[config.mk]
export PLATFORM = sky130hd
export DESIGN_NAME = alu_bcd_conv
export DESIGN_NICKNAME = d
export VERILOG_FILES = /design/src/rtl/alu_bcd_conv.sv
export SDC_FILE = /design/constraint.sdc
export NUM_CORES = 1
export LEC_CHECK = 0
export CAP_MARGIN = 20
export CELL_PAD_IN_SITES_DETAIL_PLACEMENT = 0
export CELL_PAD_IN_SITES_GLOBAL_PLACEMENT = 1
export CORE_ASPECT_RATIO = 0.7
export CORE_MARGIN = 2
export CORE_UTILIZATION = 53
export DETAILED_ROUTE_END_ITERATION = 8
export DONT_BUFFER_PORTS = 1
export GPL_TIMING_DRIVEN = 0
export MAX_ROUTING_LAYER = met4
export PLACE_DENSITY = 0.82
export SYNTH_ARGS = -nofsm -noshare
export SYNTH_HDL_FRONTEND = slang
export SYNTH_SLANG_ARGS = --single-unit
[constraint.sdc]
create_clock -name clk -period 3 [get_ports clk]
set_input_delay 0.3 -clock clk [delete_from_list [all_inputs] [get_ports clk]]
set_output_delay 0.3 -clock clk [all_outputs]
set_load 0.01 [all_outputs]
[src/rtl/alu_bcd_conv.sv]
// Binary-to-BCD converter for the 8-bit ALU result (sign/magnitude aware).
// Ports: clk/rst, start + result/sign/overflow capture; bcd_hund/tens/ones,
//        neg, ovf, busy and a one-cycle done pulse; 9 cycles start-to-done.
module alu_bcd_conv (
  input  logic       clk,
  input  logic       rst,
  input  logic       start,
  input  logic [7:0] result,
  input  logic       sign,
  input  logic       overflow,
  output logic [3:0] bcd_hund,
  output logic [3:0] bcd_tens,
  output logic [3:0] bcd_ones,
  output logic       neg,
  output logic       ovf,
  output logic       busy,
  output logic       done
);

  typedef enum logic [1:0] {
    IDLE   = 2'd0,
    SHIFT  = 2'd1,
    FINISH = 2'd2
  } state_t;

  state_t      state;
  state_t      state_nxt;
  logic [19:0] scratch;
  logic [19:0] adjusted;
  logic [19:0] shifted;
  logic [3:0]  cnt;
  logic        neg_cap;
  logic        ovf_cap;
  logic [7:0]  magnitude;

  // Two's complement negate; 0x80 stays 0x80, which reads as 128 unsigned.
  assign magnitude = sign ? (~result + 8'd1) : result;

  function automatic logic [3:0] add3(input logic [3:0] n);
    return (n >= 4'd5) ? (n + 4'd3) : n;
  endfunction

  // Only the three BCD fields are corrected; the low byte is still binary.
  assign adjusted = {add3(scratch[19:16]), add3(scratch[15:12]),
                     add3(scratch[11:8]), scratch[7:0]};
  assign shifted  = {adjusted[18:0], 1'b0};

  assign busy = (state != IDLE);

  always_ff @(posedge clk or posedge rst) begin
    if (rst) begin
      state <= IDLE;
    end else begin
      state <= state_nxt;
    end
  end

  always_comb begin
    state_nxt = state;
    case (state)
      IDLE:    if (start) state_nxt = SHIFT;
      // cnt still holds the pre-increment value, so 7 marks the 8th shift.
      SHIFT:   if (cnt == 4'd7) state_nxt = FINISH;
      FINISH:  state_nxt = IDLE;
      default: state_nxt = IDLE;
    endcase
  end

  always_ff @(posedge clk or posedge rst) begin
    if (rst) begin
      scratch  <= 20'd0;
      cnt      <= 4'd0;
      neg_cap  <= 1'b0;
      ovf_cap  <= 1'b0;
      bcd_hund <= 4'd0;
      bcd_tens <= 4'd0;
      bcd_ones <= 4'd0;
      neg      <= 1'b0;
      ovf      <= 1'b0;
      done     <= 1'b0;
    end else begin
      done <= 1'b0;
      case (state)
        IDLE: begin
          if (start) begin
            scratch <= {12'd0, magnitude};
            cnt     <= 4'd0;
            neg_cap <= sign;
            ovf_cap <= overflow;
          end
        end
        SHIFT: begin
          scratch <= shifted;
          cnt     <= cnt + 4'd1;
        end
        FINISH: begin
          bcd_hund <= scratch[19:16];
          bcd_tens <= scratch[15:12];
          bcd_ones <= scratch[11:8];
          neg      <= neg_cap;
          ovf      <= ovf_cap;
          done     <= 1'b1;
        end
        default: begin
          scratch <= 20'd0;
        end
      endcase
    end
  end

endmodule

Yosys cells after proc, flatten, opt, wreduce, memory -nomap -nowiden

Index checks and enable logic that the tools add are counted.

Add/subtract/negate cells: 5
$lt $le $gt $ge: 3
Equal/unequal tests: 5
Multiplexer cells: 12
Bitwise gates (word level): 2
Reductions and logical operators: 7

Operators with widths:

| cell                                                              | number |
|---|---|
| case mux 20 bit (3 select lines)                                  | 1 |
| 2-to-1 mux 20 bit                                                 | 1 |
| greater-or-equal comparator 4 x 3 -> 1 bit, second input constant | 3 |
| 2-to-1 mux 4 bit                                                  | 3 |
| adder 4 x 2 -> 4 bit, second input constant                       | 2 |
| adder 8 x 1 -> 8 bit, second input constant                       | 1 |
| 2-to-1 mux 8 bit                                                  | 1 |
| inverter 8 bit                                                    | 1 |
| case mux 4 bit (2 select lines)                                   | 1 |
| AND reduction 2 bit                                               | 4 |
| adder 4 x 1 -> 4 bit, second input constant                       | 1 |
| == test 4 x 3 -> 1 bit, second input constant                     | 1 |
| 2-to-1 mux 2 bit                                                  | 2 |
| != test 2 bit, second input constant                              | 2 |
| case mux 2 bit (2 select lines)                                   | 1 |
| nonzero test 2 bit                                                | 2 |
| adder 3 x 2 -> 3 bit, second input constant                       | 1 |
| 2-to-1 mux 3 bit                                                  | 1 |
| == test 2 x 1 -> 1 bit, second input constant                     | 1 |
| == test 2 bit, second input constant                              | 1 |
| zero test 2 bit                                                   | 1 |
| 2-to-1 mux 1 bit                                                  | 1 |
| inverter 1 bit                                                    | 1 |

Register bits: 43
Input bits: 13
Output and inout port bits: 16
Word-level logic and storage cells: 45

Longest topological paths before layout

Gate-level depths: netlist (run 1).

Depth after elaboration: 5
Depth in mapped cells: 6
Gate-level depth less buffers: 6

Least setup slack after synthesis (run 1)

Ideal clock, no wire load.

Path kind: reg2reg
Start: register scratch[12]
End: register scratch[14]
Arrival time: 1.274 ns
Setup slack: 1.605 ns
Stages on the path, launching flop included: 7
Path buffers: 0
Clock period less this slack: 1.395 ns
Cell sequence: dfrtp_1 > inv_1 > ha_1 > nand2b_1 > a21oi_1 > mux2i_1 > a22o_1

Cells in the longest elaborated chain, start to end: 3
Elaborated cells between the ends (all ways): 4
Classes of those cells: add/sub: 1; order compare: 1; mux: 2

RTL lines:

| item                                                                                      | line | RTL |
|---|---|---|
| start, declared                                                                           | 28   | `logic [19:0] scratch;` |
| start signal, assigned                                                                    | 86   | `scratch <= {12'd0, magnitude};` |
| start signal, assigned                                                                    | 93   | `scratch <= shifted;` |
| adder 4 x 2 -> 4 bit / greater-or-equal comparator 4 x 3 -> 1 bit (equally long branches) | 40   | `return (n >= 4'd5) ? (n + 4'd3) : n;` |
| 2-to-1 mux 4 bit *                                                                        | 40   |  |
| case mux 20 bit (3 select lines) *                                                        | 83   | `case (state)` |

Every way passes the cells marked *; elsewhere a longest branch is shown, timed or not.
A chain may end at the register's enable or synchronous reset.

Worst setup path in the final report (run 1)

Same ends and word-level chain as after synthesis.

==> impl_metrics.csv, run 1 <==
group,metric,value,unit
run_status,status,"finished clean",
drt,drt_iter0_markers,77,
clock_tree,clkSinkCount,43,
placement,globalplace.congestion,0.761,
critical_path,critPathCapture,"scratch[14]",
grt,overflow,0,
pwr,power.leakage,1.03,nW
sta,fmax,0.631,GHz
critical_path,start_kind,"flop",
synth,synth_area_leaders,"dfrtp_1 52%, mux2_2 7.7%, ha_1 4.9%, o21ai_0 4.1%, nand2_1 3.8%",
sta,fin_tns_setup,0,ns
synth,synth-seq-area-share,52.4,%
critical_path,worst-path-buf-inv,1,
critical_path,cp_slowest_stage_delay,0.42,ns
worst_hold_path,min_path_type,"in -> async",
synth,synth_area_leader_cell,"dfrtp_1",
drt,wl_per_cell,15.4,µm
critical_path,crit_cells,6,
cells_and_area,diodes,0,
die,pin_count,29,
clock_tree,cts_setup_buffers,0,
synth,synth_nets,210,
clock_tree,clockBufferDepth,2,
critical_path,required,3.18,ns
die,start_util,56.6,%
die,row_count,18,
flow_run,maxCapViolCount,0,
critical_path,r2r_slack,1.42,ns
synth,syn_inst,189,
grt,grt_use_total,20.4,%
critical_path,cp_top_family,"compound AO/OA/AOI/OAI gates",
critical_path,r2r_end,"scratch[14]",
sta,tightest_slew,0.850,ns
placement,dp.cells,239,
drt,drc_errors,0,
synth,yosysWarnings,0,
critical_path,r2r_cells,6,
synth,ys_types,31,
clock_tree,cts_resized,0,
cells_and_area,final_nets,217,
clock_tree,htreeDepth,2,
synth,synth-seq-cells,43,
grt,antenna_found_initial,0,
grt,grt_max_degree,44,
clock_tree,cts_tree,"done",
critical_path,worstPathArrival,1.77,ns
pwr,vdd_drop_max,536,µV
clock_tree,numCtsBuffers,5,
die,core_area,0.00363,mm²
synth,yosysTopAreaCellShare,52.4,%
critical_path,path_cells,"inv_1 > ha_1 > nand2b_1 > a21oi_1 > mux2i_1 > a22o_1",
drt,num_vias,1383,
clock_tree,hold_buffers,0,
die,die_w,78.4,µm
critical_path,cpMaxStageDelayCell,"dfrtp_1",
cells_and_area,layout-drive-gt1-share,14.8,%
placement,numPortBuffers,0,
sta,finClkSkew,0.00498,ns
critical_path,crit-reg2reg-launch,"scratch[12]",
critical_path,cp-end-kind,"flop",
placement,dpl.hpwl,2700,µm
drt,drt-pass1-iter-count,5,
sta,holdWs,0.0539,ns
sta,fin_crit_sh,52.8,%
clock_tree,cts.reportedPaths.clkPinSlew,0.08,ns
synth,syn_area,0.00205,mm²
sta,rsz0062_at_grt,"false",
cells_and_area,fin_cells,246,
grt,grt_pass1_vias,1419,
drt,ant_nets,0,
pwr,power,0.00212,W
die,die_area,0.00440,mm²
grt,grt_first_pass_wirelength,6710,µm
sta,finalSetupViolations,0,
drt,wl,3790,µm
sta,maxSlewHeadroom,43.3,%
critical_path,critical_path.max_fanout,5,
sta,maxSlewViolCount,0,
cells_and_area,area_growth,7.31,%
sta,hold_viol_final,0,
sta,min_period,1.58,ns
clock_tree,cts-root-buf,"clkbuf_8",
drt,viasPerCell,5.62,
clock_tree,clkLatencyLatePin,0.29,ns
critical_path,crit_type,"reg -> reg",
critical_path,cp-startpoint,"scratch[12]",
pwr,powerDensity,964,mW/mm²
synth,synth_area_per_cell,10.9,µm²
die,die_y,56.1,µm
## flip-flops by register name, summed over array words and instances, names as in the netlist
signal	count
ovf	1
done	1
bcd_tens	4
ovf_cap	1
cnt	4
neg	1
neg_cap	1
bcd_hund	4
scratch	20
bcd_ones	4
state	2
## area by class of cell
cell class,instances,area [µm²]
clock buffers,6,82.6
flip-flops and latches,43,1080
fillers,307,1420
well taps,50,62.6
multi-input cells,128,901
plain buffers,7,35.0
inverters,11,41.3
clock inverters,1,5.00
## worst register-to-register path, delay by kind of cell, from the launching register on
family	cells	cell delay, ns
adder cells (fa/ha/maj)	1	0.20
AO/OA/AOI/OAI	2	0.53
multiplexers	1	0.13
buffers and inverters	1	0.12
AND/OR/NAND/NOR	1	0.07
flip-flops	1	0.42
## synthesized netlist by cell type
master and n:
buf_2 4, inv_1 11, xnor2_1 7, nor2_1 4, and2_1 1, xor2_1 4
a21o_1 2, ha_1 8, o21ai_0 17, a21boi_0 3, nand2b_1 5, a22oi_1 6
a32o_1 1, a21oi_1 6, nand2_1 21, nor4_1 1, or4_1 1, o21ai_2 1
nor2_2 1, nor3_1 5, buf_4 1, o31ai_1 2, mux2i_1 4, dfrtp_1 43
mux2_2 14, o21ai_1 1, nor3b_1 2, a22o_1 6, nand3_1 4, clkbuf_1 2
nor2b_1 1
## power by group
group | leakage (nW) | switching (W) | internal, W | total, W
registers | 0.548 | 0.000218 | 0.000806 | 0.00102
clock network | 0.0470 | 0.000184 | 0.000181 | 0.000365
logic | 0.431 | 0.000389 | 0.000345 | 0.000734
## stage by stage
stage	area (µm²)	util (%)	setup WS (ns)
3_3_place_gp	2120	58.4	1.32
2_1_floorplan	2050	-	1.61
5_1_grt	2200	60.8	1.30
6_report	2200	60.8	1.42
3_5_place_dp	2120	58.4	1.43
4_1_cts	2200	60.8	1.41
## worst min-delay path by stage
stage             start     endpoint  slack, ns  depth (start not counted)
5_1_grt             rst  bcd_tens[3]       0.12                          1
3_5_place_dp        rst  bcd_tens[0]       0.41                          1
2_1_floorplan      sign      neg_cap       0.41                          2
4_1_cts             rst  bcd_tens[3]       0.09                          1
6_report            rst  bcd_tens[0]       0.05                          1
3_3_place_gp   overflow      ovf_cap       0.42                          2
## cells in the final DEF (no fill, tap or decap)
cell type  count
nor3_1         5
nor4_1         1
a32o_1         1
o21ai_2        1
nor2b_1        1
nand2b_1       5
a21boi_0       3
xor2_1         4
a22o_1         6
inv_2          1
nor3b_1        2
buf_4          1
a22oi_1        6
nor2_2         1
clkbuf_1       2
dfrtp_1       43
ha_1           8
or4_1          1
clkinv_2       1
a21o_1         2
buf_2          4
mux2i_1        4
o21ai_0       17
mux2_2        14
a21oi_1        6
o31ai_1        2
and2_1         1
clkbuf_8       6
nor2_1         4
o21ai_1        1
nand3_1        4
nand2_1       21
xnor2_1        7
inv_1         10
## per-layer routing
metal | vias up | GRT usage, % | share of wire (%)
li1 | 666 | - | -
met1 | 674 | 27.9 | 47
met2 | 38 | 30.4 | 45
met3 | 5 | 5.52 | 7.5
met4 | 0 | 5.51 | 0.84
met5 | - | - | 0
## kinds of logic after synthesis
kind of cell             Yosys count  share of synthesized area (%)
AO/OA/AOI/OAI                     45                           14.1
adder cells (fa/ha/maj)            8                           4.88
multiplexers                      18                           9.63
flip-flops                        43                           52.4
buffers and inverters             18                           3.72
AND/OR/NAND/NOR                   46                           10.6
XOR/XNOR                          11                           4.69
Note: power is estimated with default switching activity, not from simulation.
==> inputs of run 2 (changes only) <==
CORE_UTILIZATION = 49   (was 53)
PLACE_DENSITY = 0.77   (was 0.82)
clock period = 1.65 ns   (was 3 ns; I/O delays follow)
==> run 2 against run 1 <==
  * Combinational power increased by 81%
  * Via count increased by 1.7%
  * Sequential share of layout area decreased by 1.0 points
  * Total power increased by 81%
  * Die area increased by 7.7%
  * Fmax increased by 1.6%
  * Non-clock buffer count increased by 4
  * Count of clock-buffer cells in the layout unchanged
  * Critical endpoint is now scratch[10]
  * Highest routed layer unchanged
==> impl_metrics.csv, run 2 (synthesis results as in run 1) <==
group,metric,value,unit
placement,numPortBuffers,0,
die,die_y,58.2,µm
run_status,status,"finished clean",
drt,ant_nets,0,
cells_and_area,design_area,0.00225,mm²
drt,wl_per_cell,15.0,µm
pwr,power.leakage,1.04,nW
clock_tree,htreeDepth,2,
drt,drt-pass1-iter-count,4,
clock_tree,clockBufferDepth,2,
drt,viasPerCell,5.58,
critical_path,required,1.82,ns
sta,maxSlewHeadroom,42.3,%
grt,antenna_found_initial,0,
worst_hold_path,min_path_type,"in -> reg",
die,die_area,0.00473,mm²
pwr,vdd_drop_max,946,µV
sta,maxSlewViolCount,0,
die,die_w,81.4,µm
clock_tree,cts-root-buf,"clkbuf_8",
clock_tree,cts.reportedPaths.clkPinSlew,0.08,ns
cells_and_area,layout_commonest_cell,"dfrtp_1",
grt,overflow,0,
die,row_count,19,
die,core_area,0.00397,mm²
placement,globalplace.congestion,0.775,
placement,placed_cell_area,0.00212,mm²
pwr,powerDensity,1710,mW/mm²
sta,finClkSkew,0.00704,ns
critical_path,worstPathArrival,1.73,ns
cells_and_area,largest-register,"scratch",
grt,grt_first_pass_wirelength,6310,µm
clock_tree,clkSinkCount,43,
critical_path,start_kind,"flop",
clock_tree,cts_setup_buffers,0,
grt,grt_max_degree,44,
cells_and_area,area_growth,9.63,%
cells_and_area,layout-drive-gt1-share,14.5,%
drt,drt_iter0_markers,42,
critical_path,crit_type,"reg -> reg",
critical_path,cp-end-kind,"flop",
flow_run,maxCapViolCount,0,
sta,rsz0062_at_grt,"false",
clock_tree,cts_tree,"done",
clock_tree,numCtsBuffers,5,
sta,hold_viol_final,0,
cells_and_area,diodes,0,
drt,num_vias,1406,
drt,wl,3790,µm
sta,finalSetupViolations,0,
die,pin_count,29,
drt,drc_errors,0,
cells_and_area,largest_register_ff_count,20,
cells_and_area,final_nets,221,
sta,tightest_slew,0.865,ns
sta,fin_crit_sh,94.5,%
sta,fin_tns_setup,0,ns
sta,fmax,0.641,GHz
cells_and_area,final_cell_mix,"43 x dfrtp_1, 21 x nand2_1, 17 x o21ai_0, 14 x mux2_2, 10 x inv_1",
clock_tree,clkLatencyLatePin,0.29,ns
cells_and_area,num-fill-cells,347,
grt,grt_pass1_vias,1391,
placement,dpl.hpwl,2750,µm
sta,min_period,1.56,ns
critical_path,critical_path.max_fanout,5,
die,start_util,51.7,%
grt,grt_use_total,18.6,%
run 2: worst max-delay path, cell delays in order, from the launching register on:
cell      delay, ns
dfrtp_1        0.45
inv_1          0.12
ha_1           0.20
nand2b_1       0.08
a21oi_1        0.26
mux2i_1        0.12
a22o_1         0.20
run 2: final cells by class:
class	count	area [µm²]	share of cell area (%)
plain buffers	7	35.0	1.56
clock buffers	6	82.6	3.67
clock inverters	1	5.00	0.222
inverters	11	41.3	1.83
multi-input cells	128	906	40.2
flip-flops and latches	43	1080	47.8
well taps	52	65.1	2.89
repair buffers	4	40.0	1.78
run 2: final timing paths:
check                                 from  slack [ns]  depth (start not counted)          end
worst min-delay path             result[0]        0.05                          2   scratch[0]
min in group asynchronous              rst        0.51                          2   scratch[9]
worst max register to register  scratch[8]        0.09                          6  scratch[10]
worst max-delay path            scratch[8]        0.09                          6  scratch[10]
max in group asynchronous              rst        0.58                          2  bcd_ones[0]
worst min register to register  scratch[0]        0.49                          2   scratch[0]
run 2: metrics by stage:
step                total power, W  worst slack [ns]  util [%]  instances  hold slack (ns)
finish                     0.00384            0.0908      56.7        252           0.0459
detailed placement         0.00320            0.0175      53.4        241            0.289
floorplan                  0.00287             0.255         -        189            0.270
CTS                        0.00388           0.00718      56.6        252           0.0466
global route               0.00415            0.0354      56.7        252           0.0647
global placement           0.00312            0.0802      53.4        241            0.279
run 2: per-layer routing:
metal | wire, µm | share of wire [%] | vias to the layer above | GRT usage [%]
met5 | 0 | 0 | - | -
met4 | 35 | 0.92 | 0 | 6.78
met3 | 232 | 6.1 | 4 | 5.76
met2 | 1660 | 44 | 45 | 27.5
met1 | 1860 | 49 | 676 | 24.3
li1 | - | - | 681 | -
run 2: timing repair:
action / in CTS / in global routing
gates resized for setup: 0 / 1
hold endpoints to repair: 46 / 0
setup endpoints to repair: 0 / 9
hold buffers: 4 / 0
run 2: power by group:
group / switching, W / leakage [nW] / internal (W)
clock: 0.000334 / 0.0470 / 0.000328
combinational: 0.000696 / 0.448 / 0.000633
sequential: 0.000386 / 0.548 / 0.00147
total: 0.00142 / 1.04 / 0.00243
==> inputs of run 3 (changes only) <==
PLACE_DENSITY = 0.85   (was 0.77)
REMOVE_ABC_BUFFERS = 1   (was not set)
==> run 3 against run 2 <==
  * Cell count shrank 2.4%
  * Hold slack gained 0.017 ns
  * Clock power grew 24%
  * Critical path type unchanged
  * Critical endpoint is now ovf
  * Non-clock buffer count shrank 7
  * Sequential share of layout area shrank 0.45 points
  * Cell area grew 0.94%
  * Core utilization grew 0.54 points
  * Combinational power shrank 3%
  * Routed wire length shrank 0.79%
  * Die area is the same
  * Count of clock-buffer cells in the layout is the same
  * Flip-flop and latch count is the same
==> impl_metrics.csv, run 3 (synthesis results as in run 1) <==
group,metric,value,unit
die,pin_count,29,
cells_and_area,layout-drive-gt1-share,14.9,%
pwr,power.leakage,1.04,nW
die,die_w,81.4,µm
grt,met2_usage,29.7,%
critical_path,path_cells,"inv_1 > nor2_4 > mux2_2",
sta,tightest_slew,0.865,ns
clock_tree,cts_setup_buffers,0,
placement,numPortBuffers,0,
placement,dp.cells,234,
cells_and_area,largest-register,"scratch",
drt,wl,3760,µm
grt,overflow,0,
critical_path,cp_slowest_stage_delay,0.48,ns
clock_tree,numCtsBuffers,5,
clock_tree,clockBufferDepth,2,
cells_and_area,diodes,0,
cells_and_area,final_cell_mix,"43 x dfrtp_1, 21 x nand2_1, 17 x o21ai_0, 14 x mux2_2, 10 x inv_1",
pwr,vdd_drop_max,971,µV
drt,drc_errors,0,
drt,wl_per_cell,15.3,µm
cells_and_area,final_nets,214,
placement,dpl.hpwl,2590,µm
grt,busiest_layer,"met2",
critical_path,start_kind,"flop",
sta,fin_crit_sh,94.5,%
grt,gr-usage-met3,4.21,%
drt,viasPerCell,5.49,
sta,min_period,1.56,ns
clock_tree,cts.reportedPaths.clkPinSlew,0.08,ns
cells_and_area,layout_commonest_cell,"dfrtp_1",
drt,ant_nets,0,
run_status,status,"finished clean",
critical_path,worst-path-buf-inv,1,
clock_tree,clkSinkCount,43,
critical_path,crit_type,"reg -> reg",
sta,maxSlewViolCount,0,
drt,drt_iter0_markers,60,
grt,met1_usage,22.9,%
worst_hold_path,min_path_type,"in -> reg",
drt,num_vias,1351,
clock_tree,cts-root-buf,"clkbuf_8",
grt,grt_max_degree,44,
drt,drt-pass1-iter-count,4,
grt,grt_first_pass_wirelength,6330,µm
sta,hold_viol_final,0,
grt,grt_pass1_vias,1403,
placement,globalplace.congestion,0.829,
clock_tree,htreeDepth,2,
grt,antenna_found_initial,0,
die,core_area,0.00397,mm²
flow_run,maxCapViolCount,0,
pwr,powerDensity,1760,mW/mm²
critical_path,worstPathArrival,1.73,ns
pwr,power,0.00401,W
critical_path,cp_top_family,"flip-flops",
cells_and_area,area_growth,10.7,%
clock_tree,cts_tree,"done",
cells_and_area,fin_cells,246,
critical_path,cpMaxStageDelayCell,"dfrtp_1",
die,die_y,58.2,µm
sta,maxSlewHeadroom,42.3,%
critical_path,critical_path.max_fanout,15,
die,die_area,0.00473,mm²
clock_tree,clkLatencyLatePin,0.29,ns
die,row_count,19,
critical_path,required,1.82,ns
grt,grt_use_total,18.4,%
sta,finClkSkew,0.00364,ns
sta,finalSetupViolations,0,
die,start_util,51.7,%
critical_path,cp-end-kind,"flop",
sta,fmax,0.641,GHz
cells_and_area,largest_register_ff_count,20,
sta,fin_tns_setup,0,ns
==> run 3: cell count changes in the layout (fill, tap and decap cells not counted), moves of 2 or more <==
cell / delta
a21oi_2: +2
clkbuf_1: -2
buf_2: -4
a21oi_1: -3
==> run 3: worst paths after layout <==
check                         endpoint  slack [ns]  cells after the start  startpoint
min reg2reg                 scratch[8]        0.50                      1  scratch[7]
max                                ovf        0.09                      3    state[1]
min                         scratch[5]        0.06                      2   result[5]
max reg2reg                        ovf        0.09                      3    state[1]
max in group asynchronous  scratch[15]        0.59                      2         rst
min in group asynchronous  bcd_hund[0]        0.51                      2         rst
==> run 3: area by class of cell <==
type	count	area [µm²]
Clock inverter	2	35.0
Multi-Input combinational cell	128	932
Sequential cell	43	1080
Tap cell	52	65.1
Clock buffer	6	82.6
Timing Repair Buffer	4	40.0
Fill cell	314	1700
Inverter	11	41.3
==> run 3: power breakdown <==
| part | total, W | switching (W) | leakage (nW) | internal (W) |
|---|---|---|---|---|
| combinational | 0.00129 | 0.000671 | 0.435 | 0.000621 |
| clock | 0.000824 | 0.000334 | 0.0612 | 0.000489 |
| sequential | 0.00189 | 0.000427 | 0.548 | 0.00147 |
| total | 0.00401 | 0.00143 | 1.04 | 0.00258 |
==> run 3: timing repair <==
action	CTS	global route
pin swaps	0	1
endpoints found under the hold margin	46	0
setup endpoints to repair	30	22
hold buffers	4	0
resized for setup	2	4
==> run 3: per-stage QoR <==
step,instance area [µm²],utilization (%),hold slack [ns],setup WS [ns]
2_1_floorplan,2020,-,0.270,0.0684
3_3_place_gp,2080,52.5,0.279,-0.463
3_5_place_dp,2090,52.6,0.278,-0.332
4_1_cts,2250,56.7,0.0553,-0.0466
5_1_grt,2270,57.2,0.0823,-0.00419
6_report,2270,57.2,0.0630,0.0909
==> run 3: routing by layer <==
metal  wire [µm]  up-vias
met1        1770      659
met3         143        5
met4          43        0
met5           0        -
met2        1800       24
li1            -      663
